$ cat src/rtl/tff_updown_counter_pkg.sv
// Shared constants for the T-flip-flop counter family (mode and direction encodings).
// Timer blocks built on tff_updown_counter import these as well.
package tff_updown_counter_pkg;

    localparam int unsigned TFF_MODE_WRAP = 0;
    localparam int unsigned TFF_MODE_SAT  = 1;

    localparam logic TFF_UP = 1'b1;
    localparam logic TFF_DN = 1'b0;

endpackage

$ cat src/rtl/tff_cell.sv
// Single T flip-flop with synchronous active-high reset to rst_val and parallel load.
// Priority on each edge: reset, then load, then toggle.
module tff_cell (
    input  logic clk,
    input  logic reset,
    input  logic rst_val,
    input  logic ld,
    input  logic d,
    input  logic t,
    output logic q
);

    logic q_q;

    always_ff @(posedge clk) begin
        if (reset) begin
            q_q <= rst_val;
        end else if (ld) begin
            q_q <= d;
        end else if (t) begin
            q_q <= ~q_q;
        end
    end

    assign q = q_q;

endmodule

$ cat src/rtl/tff_updown_counter.sv
// WIDTH-bit synchronous up/down counter built from a bank of T flip-flops, with parallel
// load, wrap or saturate at the limits, terminal-count flag and a registered overflow pulse.
module tff_updown_counter
    import tff_updown_counter_pkg::*;
#(
    parameter int unsigned      WIDTH     = 4,
    parameter logic [WIDTH-1:0] RESET_VAL = '0,
    parameter int unsigned      SATURATE  = TFF_MODE_WRAP
) (
    input  logic             clk,
    input  logic             reset,
    input  logic             en,
    input  logic             up_dn,
    input  logic             load,
    input  logic [WIDTH-1:0] load_val,
    output logic [WIDTH-1:0] q,
    output logic             tc,
    output logic             ovf
);

    logic [WIDTH-1:0] t_up;
    logic [WIDTH-1:0] t_dn;
    logic [WIDTH-1:0] t;
    logic             hit;
    logic             ovf_q;

    for (genvar i = 0; i < WIDTH; i++) begin : g_bit
        if (i == 0) begin : g_lsb
            assign t_up[i] = 1'b1;
            assign t_dn[i] = 1'b1;
        end else begin : g_upper
            // Bit i toggles when every lower bit is at the rollover value for the direction.
            assign t_up[i] = &q[i-1:0];
            assign t_dn[i] = &(~q[i-1:0]);
        end

        tff_cell u_cell (
            .clk     (clk),
            .reset   (reset),
            .rst_val (RESET_VAL[i]),
            .ld      (load),
            .d       (load_val[i]),
            .t       (t[i]),
            .q       (q[i])
        );
    end

    assign tc  = (up_dn == TFF_UP) ? (q == '1) : (q == '0);
    assign hit = en & ~load & tc;

    always_comb begin
        t = '0;
        // In saturate mode a limit hit freezes every cell instead of wrapping.
        if (en && !(hit && (SATURATE == TFF_MODE_SAT))) begin
            t = (up_dn == TFF_UP) ? t_up : t_dn;
        end
    end

    always_ff @(posedge clk) begin
        if (reset) begin
            ovf_q <= 1'b0;
        end else begin
            ovf_q <= hit;
        end
    end

    assign ovf = ovf_q;

endmodule

$ cat config.mk
export PLATFORM = sky130hd
export DESIGN_NAME = tff_updown_counter
export DESIGN_NICKNAME = d
export VERILOG_FILES = /design/src/rtl/tff_updown_counter_pkg.sv /design/src/rtl/tff_cell.sv /design/src/rtl/tff_updown_counter.sv
export SDC_FILE = /design/constraint.sdc
export NUM_CORES = 1
export LEC_CHECK = 0
export CELL_PAD_IN_SITES_DETAIL_PLACEMENT = 0
export CELL_PAD_IN_SITES_GLOBAL_PLACEMENT = 1
export CORE_AREA = 4 4 41 43
export DETAILED_ROUTE_END_ITERATION = 10
export DIE_AREA = 0 0 45 47
export GPL_TIMING_DRIVEN = 0
export PLACE_DENSITY = 0.83
export SLEW_MARGIN = 10
export SYNTH_ARGS = -nofsm -noshare
export SYNTH_HDL_FRONTEND = slang
export SYNTH_HIERARCHICAL = 1
export SYNTH_SLANG_ARGS = --single-unit
$ cat constraint.sdc
create_clock -name clk -period 3.5 [get_ports clk]
set_input_delay 0.525 -clock clk [delete_from_list [all_inputs] [get_ports clk]]
set_output_delay 0.525 -clock clk [all_outputs]
set_load 0.02 [all_outputs]
## After elaboration in Yosys (flattened, before gate mapping)

Index checks and enable logic that the tools add are counted.

- Input bits: 9
- Logic and storage cells: 35
- Output and inout port bits: 6
- Register bits after elaboration: 5

- Muxes and demuxes: 11
- Equal/unequal tests: 1
- Bitwise logic cells: 9
- Reductions and logical operators: 9

Operators by type and width:

| operator | number |
|---|---|
| $mux W1 | 9 |
| $mux W4 | 2 |
| $reduce_bool A2 Y1 | 4 |
| $reduce_and A3 Y1 | 2 |
| $not A1 Y1 | 5 |
| $eq A4 B4 Y1 const B | 1 |
| $logic_not A4 Y1 | 1 |
| $reduce_and A2 Y1 | 2 |
| $not A3 Y3 | 1 |
| $and A1 B1 Y1 | 2 |
| $not A2 Y2 | 1 |

## Longest topological paths before layout

Gate-level depths: netlist of the first run.

- Word-level depth: 6
- Gate-level depth with buffers: 3
- Gate-level depth less buffers: 3

## By module

Netlist of the first run, hierarchy kept.

By module, submodules not included:

| module | cells each | area an instance (µm²) | instances | sequential area each (µm²) |
|---|---|---|---|---|
| tff_cell | 6 | 61.3 | 4 | 30.0 |
| tff_updown_counter | 16 | 111.4 | 1 | 20.0 |

## Worst setup path before layout of the first run

Ideal clock, no wire load.

- Path kind: flip-flop to output port
- Start point: register g_bit[0].u_cell.q_q
- End point: output tc
- Path buffers: 0
- Required time: 2975 ps
- Cell stages (with the launch flop): 4
- Arrival: 1380 ps
- Setup slack: 1595 ps
- Cells stage by stage: edfxtp_1 -> or4_1 -> nor2_1 -> or2_2

- Longest elaborated chain between the ends: 2
- Elaborated cells on any way between the ends: 3
- Those cells by class: eq/ne: 1; mux: 1; reduce/logical: 1

RTL lines:

| element | RTL line | source |
|---|---|---|
| start, declared | tff_cell.sv:13 | `logic q_q;` |
| start signal, assigned | tff_cell.sv:17 | `q_q <= rst_val;` |
| start signal, assigned | tff_cell.sv:21 | `q_q <= ~q_q;` |
| $eq A4 B4 Y1 / $logic_not A4 Y1 (equally long branches) | tff_updown_counter.sv:48 | `assign tc = (up_dn == TFF_UP) ? (q == '1) : (q == '0);` |
| $mux W1 * | tff_updown_counter.sv:48 |  |
| end, declared | tff_updown_counter.sv:17 | `output logic tc,` |

Every way passes the cells marked *; elsewhere a longest branch is shown, timed or not.

## Final worst setup path of the first run

- Start point: input up_dn
- End point: output tc

- Longest elaborated chain between the ends: 1

RTL lines:

| element | RTL line | source |
|---|---|---|
| start, declared | tff_updown_counter.sv:13 | `input logic up_dn,` |
| $mux W1 | tff_updown_counter.sv:48 |  |

No other way between the ends.

==> flow_summary.json, run 1 <==
{
  "drtPass1Iterations": 1,
  "yosys_warnings": 6,
  "layout-drive-gt1-share": 0.08197,
  "cp_max_fo": 5,
  "setup_ws_ns": 0.6331,
  "min_path_type": "register to register",
  "grt_pass1_vias": 340,
  "grt_pass1_wl_um": 1380,
  "ys_ff_latch": 5,
  "finalCritPeriodShare": 0.8191,
  "portBuffers": 14,
  "layout.filler_cells": 145,
  "grt_util_all_layers": 0.09667,
  "yosysUniqueCellTypes": 18,
  "wire_per_inst_um": 9.724,
  "report.final.slew_viol_count": 0,
  "grt_max_degree": 14,
  "finClkSkew_ns": 0.0007010,
  "grt_antenna_before_repair": 0,
  "place_congestion": 0.6912,
  "startpoint_type": "primary input",
  "status": "finished, final reports clean",
  "cp.required_ns": 2.97,
  "period_needed_ns": 2.867,
  "drt_iter0_drc": 0,
  "worstPathArrival_ns": 2.34,
  "critPathCaptureType": "output port",
  "drt_wl_total_um": 739,
  "clockBufferDepth": 2,
  "switching_share": 0.2727,
  "seq_power_share": 0.397,
  "final_cell_mix": "clkdlybuf4s50_1 (14), nor2_1 (7)",
  "yosysSeqAreaShare": 0.3930,
  "insertion_delay_ns": 0.24,
  "start_util": 0.2740,
  "max_freq_mhz": 348.8,
  "dieWidth_um": 45,
  "power_density_nw_per_um2": 353.9,
  "cts.repair.resized": 0,
  "h-tree-depth": 1,
  "clkTransAtPathRegs_ns": 0.05,
  "layout.nets": 71,
  "clockRootBuffer": "clkbuf_4",
  "io_pins": 15,
  "p_int_mw": 0.1423,
  "ant_nets": 0,
  "irDropWorstVdd_uv": 122.6,
  "combPwrFrac": 0.249,
  "syn_to_final_growth_pct": 55.09,
  "cts_buffers": 3,
  "finalSetupViolCount": 0,
  "hold_violations": 0,
  "dp_slack_ns": 0.6291,
  "rows": 13,
  "multi_input_area_sq_um": 224.0,
  "hpwl_um": 560.8,
  "synth_area_sq_um": 356.6,
  "clockPowerShare": 0.354,
  "die_h_um": 47,
  "p_switching_mw": 0.05337,
  "clock-sinks": 5,
  "post_cts_buffers": 0,
  "grt_overflow": 0,
  "core-area_sq_um": 1301,
  "max_cap_violations": 0,
  "regArea_sq_um": 140.1,
  "tritoncts": "yes",
  "die-area_sq_um": 2115,
  "p_total_mw": 0.1957,
  "p_leak_nw": 0.2174,
  "worstSetupPathType": "primary input to output port",
  "hold_buffers": 0,
  "antenna_cells": 0,
  "rsz0062_at_grt": "no",
  "hold_ws_ns": 0.6839,
  "dr_total_vias": 345,
  "final_common_cell": "clkdlybuf4s50_1",
  "tns_ns": 0,
  "drc": 0,
  "synth_area_per_cell_sq_um": 8.915,
  "vias_per_cell": 4.539,
  "syn-instance-count": 40
}
worst paths after layout:
kind	endpoint	slack, ns	depth (start not counted)	from
worst max-delay path	tc	0.63	5	up_dn
worst min-delay path	ovf	0.68	2	g_bit[3].u_cell/q
worst max register to register	g_bit[3].u_cell/q	1.87	3	g_bit[0].u_cell/q
worst min register to register	ovf	0.68	2	g_bit[3].u_cell/q
power by group through the flow:
stage               Combinational, mW  Clock [mW]  Sequential, mW
global route                   0.0543      0.0764          0.0793
finish                         0.0488      0.0693          0.0776
detailed placement             0.0495           0          0.0785
global placement               0.0491           0          0.0787
CTS                            0.0497      0.0740          0.0775
floorplan                      0.0175           0          0.0835
sequential cells by signal, indices dropped and copies added (netlist names):
name            count
g_bit.u_cell/q      4
ovf                 1
per-layer routing:
| layer | track usage | share of wire | wire length, um | vias up |
|---|---|---|---|---|
| li1 | - | - | - | 182 |
| met1 | 0.1009 | 0.44 | 328 | 151 |
| met2 | 0.1441 | 0.45 | 332 | 12 |
| met3 | 0.03448 | 0.10 | 77 | 0 |
| met4 | 0.1053 | 0 | 0 | 0 |
| met5 | 0 | 0 | 0 | - |
final cells by class:
type	instances	share of cell area
inverter	1	0.006787
clock buffer	4	0.04751
tap	15	0.03394
timing repair buffer	14	0.2534
sequential	5	0.2534
multi-input combinational	37	0.4050
cell usage after synthesis, drive strengths merged:
| master | n | area (sq um) |
|---|---|---|
| a21boi | 2 | 15.01 |
| and2 | 5 | 31.28 |
| conb | 1 | 3.750 |
| dfxtp | 1 | 20.02 |
| edfxtp | 4 | 120.1 |
| inv | 1 | 3.750 |
| nand2b | 4 | 25.02 |
| nand3 | 1 | 5.000 |
| nand4 | 1 | 6.260 |
| nor2 | 7 | 26.28 |
| o211a | 1 | 10.01 |
| o31a | 4 | 35.03 |
| or2 | 1 | 6.260 |
| or3 | 5 | 32.53 |
| or4 | 1 | 7.510 |
| xnor2 | 1 | 8.760 |
worst max-delay path, stage by stage:
cell             delay [ns]
clkdlybuf4s50_1        0.48
or4_1                  0.51
nor2_1                 0.12
or2_2                  0.12
clkdlybuf4s50_1        0.59
metrics by stage:
| stage | cells | area, sq um | utilization |
|---|---|---|---|
| floorplan | 43 | 367.9 | - |
| global placement | 72 | 526.8 | 0.4048 |
| detailed placement | 72 | 526.8 | 0.4048 |
| CTS | 76 | 553.0 | 0.4250 |
| global route | 76 | 553.0 | 0.4250 |
| finish | 76 | 553.0 | 0.4250 |
cells by family after synthesis:
kind of cell	after synthesis	share of synthesized area
AOI/OAI and AO/OA	7	0.1684
xor gates and xnor gates	1	0.02457
buffers and inverters	1	0.01052
DFF	5	0.3930
other	1	0.01052
and+or+nand+nor	25	0.3930
Note: power is estimated with default switching activity, not from simulation.
==> run 2, diff against run 1 <==
Clock period 3.5 ns to 2.9 ns, I/O delays scaled along.
==> results of run 2 <==
Same layout as run 1 (identical final DEF). Status: finished, final reports clean.
Main changes from that run: setup slack after placement 0.6291 ns -> 0.2091 ns; setup slack after layout 0.6331 ns -> 0.2131 ns; register-to-register setup slack 1.87 ns -> 1.27 ns; total power 0.1957 mW -> 0.2362 mW; worst IR drop on VDD 122.6 uV -> 148.0 uV
==> run 3, diff against run 2 <==
Settings changed: CORE_AREA 4 4 41 43 to 2 2 39 41, DIE_AREA 0 0 45 47 to 0 0 41 43.
==> flow_summary.json, run 3 (synthesis gave the netlist of run 1 again) <==
{
  "finalCritPeriodShare": 0.9308,
  "worstPathArrival_ns": 2.26,
  "cp_max_fo": 5,
  "grt_pass1_vias": 268,
  "rrSetupSlack_ns": 1.25,
  "irDropWorstVdd_uv": 258.4,
  "finalSetupViolCount": 0,
  "drt_wl_total_um": 733,
  "min_path_type": "register to register",
  "critPathCaptureType": "output port",
  "hpwl_um": 533.8,
  "met2_usage": 0.1313,
  "grt_util_all_layers": 0.1067,
  "status": "finished, final reports clean",
  "clockRootBuffer": "clkbuf_4",
  "instances_no_fill": 77,
  "dr_total_vias": 337,
  "post_cts_buffers": 0,
  "core-area_sq_um": 1384,
  "tns_ns": 0,
  "worstSetupPathType": "primary input to output port",
  "antenna_cells": 0,
  "tritoncts": "yes",
  "die_h_um": 43,
  "grtUsageMet3": 0.07853,
  "dieWidth_um": 41,
  "dp_cells": 73,
  "largest_register_ffs": 4,
  "drtPass1Iterations": 4,
  "drt_iter0_drc": 15,
  "max_cap_violations": 0,
  "cts_buffers": 3,
  "ant_nets": 0,
  "rows": 14,
  "grt_overflow": 0,
  "rsz0062_at_grt": "no",
  "portBuffers": 14,
  "die-area_sq_um": 1763,
  "cp.required_ns": 2.47,
  "hold_buffers": 0,
  "report.final.slew_viol_count": 0,
  "busiest_layer": "met2",
  "startpoint_type": "primary input",
  "grt_max_degree": 14,
  "p_total_mw": 0.2349,
  "clock-sinks": 5,
  "grt_antenna_before_repair": 0,
  "clkTransAtPathRegs_ns": 0.04,
  "vias_per_cell": 4.377,
  "clockBufferDepth": 2,
  "layout-drive-gt1-share": 0.08197,
  "grt_pass1_wl_um": 1145,
  "drc": 0,
  "finClkSkew_ns": 0.001943,
  "start_util": 0.2577,
  "p_leak_nw": 0.2174,
  "max_freq_mhz": 370.5,
  "syn_to_final_growth_pct": 55.44,
  "wire_per_inst_um": 9.519,
  "hold_violations": 0,
  "power_density_nw_per_um2": 423.9,
  "h-tree-depth": 1,
  "layout.nets": 71,
  "insertion_delay_ns": 0.24,
  "period_needed_ns": 2.699,
  "cts.repair.resized": 0,
  "final_cell_mix": "clkdlybuf4s50_1 (14), nor2_1 (7)",
  "final_common_cell": "clkdlybuf4s50_1",
  "place_congestion": 0.7126,
  "globalRouteMet1Util": 0.1201,
  "io_pins": 15
}
==> run 3: cell counts in the layout (fill, tap and decap cells not counted) <==
Identical to the previous run, type by type.
==> run 3: path summary, 6_finish.rpt <==
kind	startpoint	cells past startpoint	to
min reg2reg	g_bit[3].u_cell/q	2	ovf
min	g_bit[3].u_cell/q	2	ovf
max	up_dn	5	tc
max reg2reg	g_bit[0].u_cell/q	3	g_bit[3].u_cell/q
==> run 3: area by class of cell <==
class	count	area, sq um
well taps	16	20.02
multi-input cells	37	224.0
clock buffers	4	26.28
fillers	131	829.5
repair buffers	14	140.1
flip-flops and latches	5	140.1
inverters	1	3.754
==> run 3: routing by layer <==
| layer | wire, um | vias up |
|---|---|---|
| met5 | 0 | - |
| met4 | 19 | 0 |
| met3 | 44 | 2 |
| met2 | 341 | 12 |
| met1 | 328 | 140 |
| li1 | - | 183 |
==> run 3: per-stage QoR <==
stage / area (sq um) / hold WS, ns / utilization / worst slack, ns
after CTS: 554.3 / 0.6849 / 0.4005 / 0.1919
after detailed placement: 528.0 / 0.6822 / 0.3816 / 0.1982
after global routing: 554.3 / 0.7177 / 0.4005 / 0.1430
after floorplan: 367.9 / 0.5684 / - / 1.085
after global placement: 528.0 / 0.6814 / 0.3816 / 0.2063
final: 554.3 / 0.6862 / 0.4005 / 0.2006
==> run 3: power by group <==
group | switching (mW) | internal (mW)
logic | 0.0255 | 0.0339
registers | 0.00740 | 0.0857
clock network | 0.0302 | 0.0521
total | 0.0632 | 0.172
==> run 3: worst max-delay path, cell delays in order <==
cell	delay, ns
clkdlybuf4s50_1	0.48
or4_1	0.51
nor2_1	0.13
or2_2	0.12
clkdlybuf4s50_1	0.59
==> patch 1: new RTL, flow settings as in run 1 <==
`WIDTH`: 4 -> 6.
--- a/src/rtl/tff_updown_counter.sv
+++ b/src/rtl/tff_updown_counter.sv
@@ -5,3 +5,3 @@
 #(
-    parameter int unsigned      WIDTH     = 4,
+    parameter int unsigned      WIDTH     = 6,
     parameter logic [WIDTH-1:0] RESET_VAL = '0,
Interface: changed (resized load_val and q); port bits go from 15 to 19. The function was not compared with the original's and may differ.
==> patch 1 against run 1 <==
Power is 30% higher. Wire length is 51% higher. Final area is 39% higher. Sequential cell count is 2 higher. Synthesized area is 47% higher. Combinational power is 45% higher. Critical path type unchanged. Cell count is 34% higher. Largest power group unchanged. Largest cell class unchanged. Setup slack better by 300 ps.
==> patch 1: results (changes against run 1) <==
Routing
  • Via count of the routed design: 514 (+49%)
  • Initial DRC Count: 9 (+9)
  • Final wirelength: 1120 um (+51%)
  • First-pass iteration count of the detailed router: 4 (+3)
  • Average wire per standard cell: 10.9 um (+13%)

Placement
  • Area after detailed placement: 743 um2 (+41%)
  • Routability congestion estimate: 0.686 (-0.74%)
  • Post-Place Worst Slack: 920 ps (+291 ps)
  • Half-perimeter wire length of the detailed placement result: 822 um (+47%)
  • Placed cells: 98 (+36%)
  • I/O Buffers: 18 (+4)

Yosys
  • Number of distinct library cells after synthesis: 23 (+5)
  • EDFF count, synth: 6 (+2)
  • Synth Flop Type: edfxtp_1
  • Mapped Cells: 60 (+50%)
  • Post-synthesis compound-gate area fraction: 0.162 (-0.00652)
  • Fraction of the mapped netlist area in adder cells: 0 (unchanged)
  • Post-Synth XOR/XNOR Area: 0.0167 (-0.00789)
  • Library cell with the highest instance count after synthesis: nor2_1
  • Multiplexer share of the synthesized area: 0 (unchanged)
  • Proportion of register bits with asynchronous set or reset after synthesis: 0 (unchanged)
  • Cell types with the largest area share after synthesis: edfxtp_1, o31a_1, and2_0
  • Sequential element share of the synthesized area: 0.381 (-0.0120)

Global route
  • Largest net degree at the start of global routing: 20 (+6)
  • Wire length of the first global-routing pass: 1930 um (+40%)
  • Via count of the first global-routing pass: 457 (+34%)
  • Number of antenna violations at the first check in global routing: 0 (unchanged)
  • Total global routing track utilization: 0.127 (+0.0307)

Timing
  • Number of max-slew violations in the final report: 0 (unchanged)
  • Skew final: 1.46 ps (+0.762 ps)

CTS
  • Clock edge transition at the registers on the reported setup and hold paths: around 60 ps
  • H-tree lvl count: 1 (unchanged)
  • Source-to-sink clock delay at the later pin of the worst-skew pair: 240 ps (about the same)
  • Clock root buffer: clkbuf_4
  • CTS-repair resized insts: 0 (unchanged)
  • Deepest clock path buffer count: 2 (unchanged)
  • Number of post-CTS setup repair buffers: 0 (unchanged)

Cells and area
  • Fillers: 130 (-10%)
  • Max FFs per register: 6 (+2)
  • Proportion of layout cells with a drive suffix above 1: 0.0575 (-0.0245)
  • Number of nets at the end of the flow: 99 (+39%)
  • N_diodes: 0 (unchanged)

Power and ir drop
  • Leakage power of the design: 0.279 nW (+28%)
  • Worst-case vdd ir drop: 0.173 mV (+41%)

Outcome
  • Outcome: complete, no violations

Hold path
  • Class of the worst hold path: reg -> reg

Setup path
  • Length in cells of the worst reg-to-reg path: 4 (+1)
  • Worst-path fanout max: 4 (-1)
  • Arrival time of data at the critical path endpoint: 2040 ps (-300 ps)
[patch 1: cell types whose count changed in the layout (fill, tap and decap cells not counted), sizes merged, moves of 2 or more]
cell,delta
a21oi,+2
and2,+2
clkdlybuf4s50,+4
conb,+2
edfxtp,+2
nand2,+2
nand2b,+2
nor2,+2
nor2b,+2
nor3,+2
o31a,+2
[patch 1: cell type report]
class / count / area (um2) / share of cell area
clock buffer: 4 / 26.3 / 0.0341
tap: 15 / 18.8 / 0.0244
timing repair buffer: 18 / 180 / 0.234
sequential: 7 / 200 / 0.260
multi-input combinational: 58 / 344 / 0.447
[patch 1: critical path: stages]
cell             delay (ps)
clkdlybuf4s50_1         470
nor2_1                  240
nand3_1                 130
nand2_1                  90
clkdlybuf4s50_1         590
[patch 1: kinds of logic after synthesis]
group,after synthesis
AND/OR/NAND/NOR,40
AO/OA/AOI/OAI,11
flip-flops,7
XOR/XNOR,1
other,1
[patch 1: power breakdown]
group	internal (mW)	switching [mW]	total, mW
Sequential	0.100	0.0101	0.110
Clock	0.0435	0.0302	0.0737
Combinational	0.0389	0.0319	0.0708
[patch 1: final timing paths]
| kind | from | to | slack, ps |
|---|---|---|---|
| worst min-delay path | g_bit[5].u_cell/q$_DFFE_PP_ | ovf$_SDFF_PP0_ | 650 |
| worst max register to register | g_bit[2].u_cell/q$_DFFE_PP_ | g_bit[4].u_cell/q$_DFFE_PP_ | 1950 |
| worst min register to register | g_bit[5].u_cell/q$_DFFE_PP_ | ovf$_SDFF_PP0_ | 650 |
| worst max-delay path | up_dn | tc | 930 |
[patch 1: routing by layer]
metal	wire length [um]	track usage	vias to the layer above
met4	12	0.0702	0
met1	529	0.163	226
met3	76	0.0345	2
li1	-	-	267
met5	0	0	-
met2	499	0.195	19
==> patch 2: new RTL, flow settings as in run 1 <==
Without the edit above. Register the inputs `en`, `up_dn`, `load` and `load_val` before use, cleared by the reset. The logic sees them one clock later. Comments in the files are not updated.
--- a/src/rtl/tff_updown_counter.sv
+++ b/src/rtl/tff_updown_counter.sv
@@ -19,2 +19,21 @@
 );
+
+    logic en_q;
+    logic up_dn_q;
+    logic load_q;
+    logic [WIDTH-1:0] load_val_q;
+
+    always_ff @(posedge clk) begin
+        if (reset) begin
+            en_q       <= '0;
+            up_dn_q    <= '0;
+            load_q     <= '0;
+            load_val_q <= '0;
+        end else begin
+            en_q       <= en;
+            up_dn_q    <= up_dn;
+            load_q     <= load;
+            load_val_q <= load_val;
+        end
+    end
 
@@ -40,4 +59,4 @@
             .rst_val (RESET_VAL[i]),
-            .ld      (load),
-            .d       (load_val[i]),
+            .ld      (load_q),
+            .d       (load_val_q[i]),
             .t       (t[i]),
@@ -47,4 +66,4 @@
 
-    assign tc  = (up_dn == TFF_UP) ? (q == '1) : (q == '0);
-    assign hit = en & ~load & tc;
+    assign tc  = (up_dn_q == TFF_UP) ? (q == '1) : (q == '0);
+    assign hit = en_q & ~load_q & tc;
 
@@ -53,4 +72,4 @@
         // In saturate mode a limit hit freezes every cell instead of wrapping.
-        if (en && !(hit && (SATURATE == TFF_MODE_SAT))) begin
-            t = (up_dn == TFF_UP) ? t_up : t_dn;
+        if (en_q && !(hit && (SATURATE == TFF_MODE_SAT))) begin
+            t = (up_dn_q == TFF_UP) ? t_up : t_dn;
         end
Behaviour: not the same (Yosys sat finds a counterexample within 4 cycles, from zero or initial values and one cycle with reset high).
==> patch 2 against run 1 <==
Setup slack improved by 190 ps. Power increased by 64%. Clock skew about the same. Synthesized cell count increased by 35%. Wire length increased by 16%. Largest power group unchanged. Sequential cell count increased by 7. Final area increased by 35%. Synthesized area increased by 52%. Worst hold slack got worse by 190 ps.
==> patch 2: results (changes against run 1) <==
CTS
  • CTS-repair resized insts: 0 (unchanged)
  • Source-to-sink clock delay at the later pin of the worst-skew pair: 260 ps (+20 ps)
  • Number of post-CTS setup repair buffers: 0 (unchanged)
  • H-tree lvl count: 1 (unchanged)

Placement
  • Routability congestion estimate: 0.694 (+0.33%)
  • Placed cells: 86 (+19%)

Yosys
  • Mapped Cells: 54 (+35%)
  • Cell types with the largest area share after synthesis: dfxtp_1, edfxtp_1, nor2b_1
  • Synth Flop Type: dfxtp_1
  • YS warnings: 6 (unchanged)
  • Number of distinct library cells after synthesis: 19 (+1)
  • Sequential element share of the synthesized area: 0.519 (+0.126)

Hold path
  • Number of cells on the worst hold path: 1 (-1)
  • Startpoint of the lowest-slack hold path: en_q$_SDFF_PP0_

Power and ir drop
  • Worst-case vdd ir drop: 0.233 mV (+90%)
  • Switching part of the total power: 0.226 (-0.0470)
  • Leakage power of the design: 0.300 nW (+38%)

Routing
  • Detailed-routed wire length on met2: 352 um (+6.0%)
  • Via count of the routed design: 408 (+18%)
  • Met1 WL: 423 um (+29%)
  • Initial DRC Count: 2 (+2)
  • Met3 wire length: 67 um (-13%)

Timing
  • Worst-case hold slack: 496 ps (-188 ps)
  • Skew final: 1.19 ps (+0.486 ps)

Setup path
  • Arrival time of data at the critical path endpoint: 2150 ps (-190 ps)
  • Cell family with the largest share of critical-path delay: simple AND/OR/NAND/NOR gates

Global route
  • Wire length of the first global-routing pass: 1350 um (-2.5%)
  • Met1 capacity usage during global routing: 0.107 (+0.00656)
  • Met3 track demand over resource in global routing: 0.0230 (-0.0115)
  • Met2 usage in global routing: 0.136 (-0.00847)
  • Via count of the first global-routing pass: 333 (-2.1%)

Cells and area
  • Non-filler instance count after layout: 90 (+18%)
  • Fillers: 135 (-6.9%)
  • Number of nets at the end of the flow: 85 (+20%)

Outcome
  • Outcome: complete, no violations
[patch 2: cell types whose count changed in the layout (fill, tap and decap cells not counted), sizes merged]
cell / run 1 / this run
dfxtp: 1 / 8
nor2b: 0 / 7
[patch 2: worst max-delay path by stage]
stage               slack [ps]  to                        start  depth (start not counted)
floorplan                 1590  tc  g_bit[0].u_cell/q$_DFFE_PP_                          3
global placement          1110  tc  g_bit[0].u_cell/q$_DFFE_PP_                          4
detailed placement        1100  tc  g_bit[0].u_cell/q$_DFFE_PP_                          4
CTS                        800  tc  g_bit[0].u_cell/q$_DFFE_PP_                          4
global route               720  tc  g_bit[0].u_cell/q$_DFFE_PP_                          4
finish                     820  tc  g_bit[0].u_cell/q$_DFFE_PP_                          4
[patch 2: kinds of logic after synthesis]
| logic type | share of synthesized area |
|---|---|
| AOI/OAI and AO/OA | 0.111 |
| other | 0.00694 |
| buffers and inverters | 0.00694 |
| DFF | 0.519 |
| and+or+nand+nor | 0.340 |
| xor gates and xnor gates | 0.0162 |
[patch 2: stage by stage]
step                area (um2)  total power [mW]  worst slack (ps)
global placement           711             0.218              1110
global route               747             0.339               715
CTS                        747             0.326               799
floorplan                  552             0.192              1590
finish                     747             0.320               824
detailed placement         711             0.218              1100
[patch 2: power by group through the flow]
stage,Combinational [mW],Sequential [mW],Clock [mW]
floorplan,0.0203,0.172,0
finish,0.0497,0.165,0.106
CTS,0.0504,0.165,0.111
global route,0.0543,0.167,0.119
global placement,0.0498,0.168,0
detailed placement,0.0503,0.168,0
[patch 2: cell type report]
cell class / count / area share
Sequential cell: 12 / 0.375
Multi-Input combinational cell: 44 / 0.358
Timing Repair Buffer: 14 / 0.188
Clock buffer: 4 / 0.0486
Tap cell: 15 / 0.0251
Inverter: 1 / 0.00503
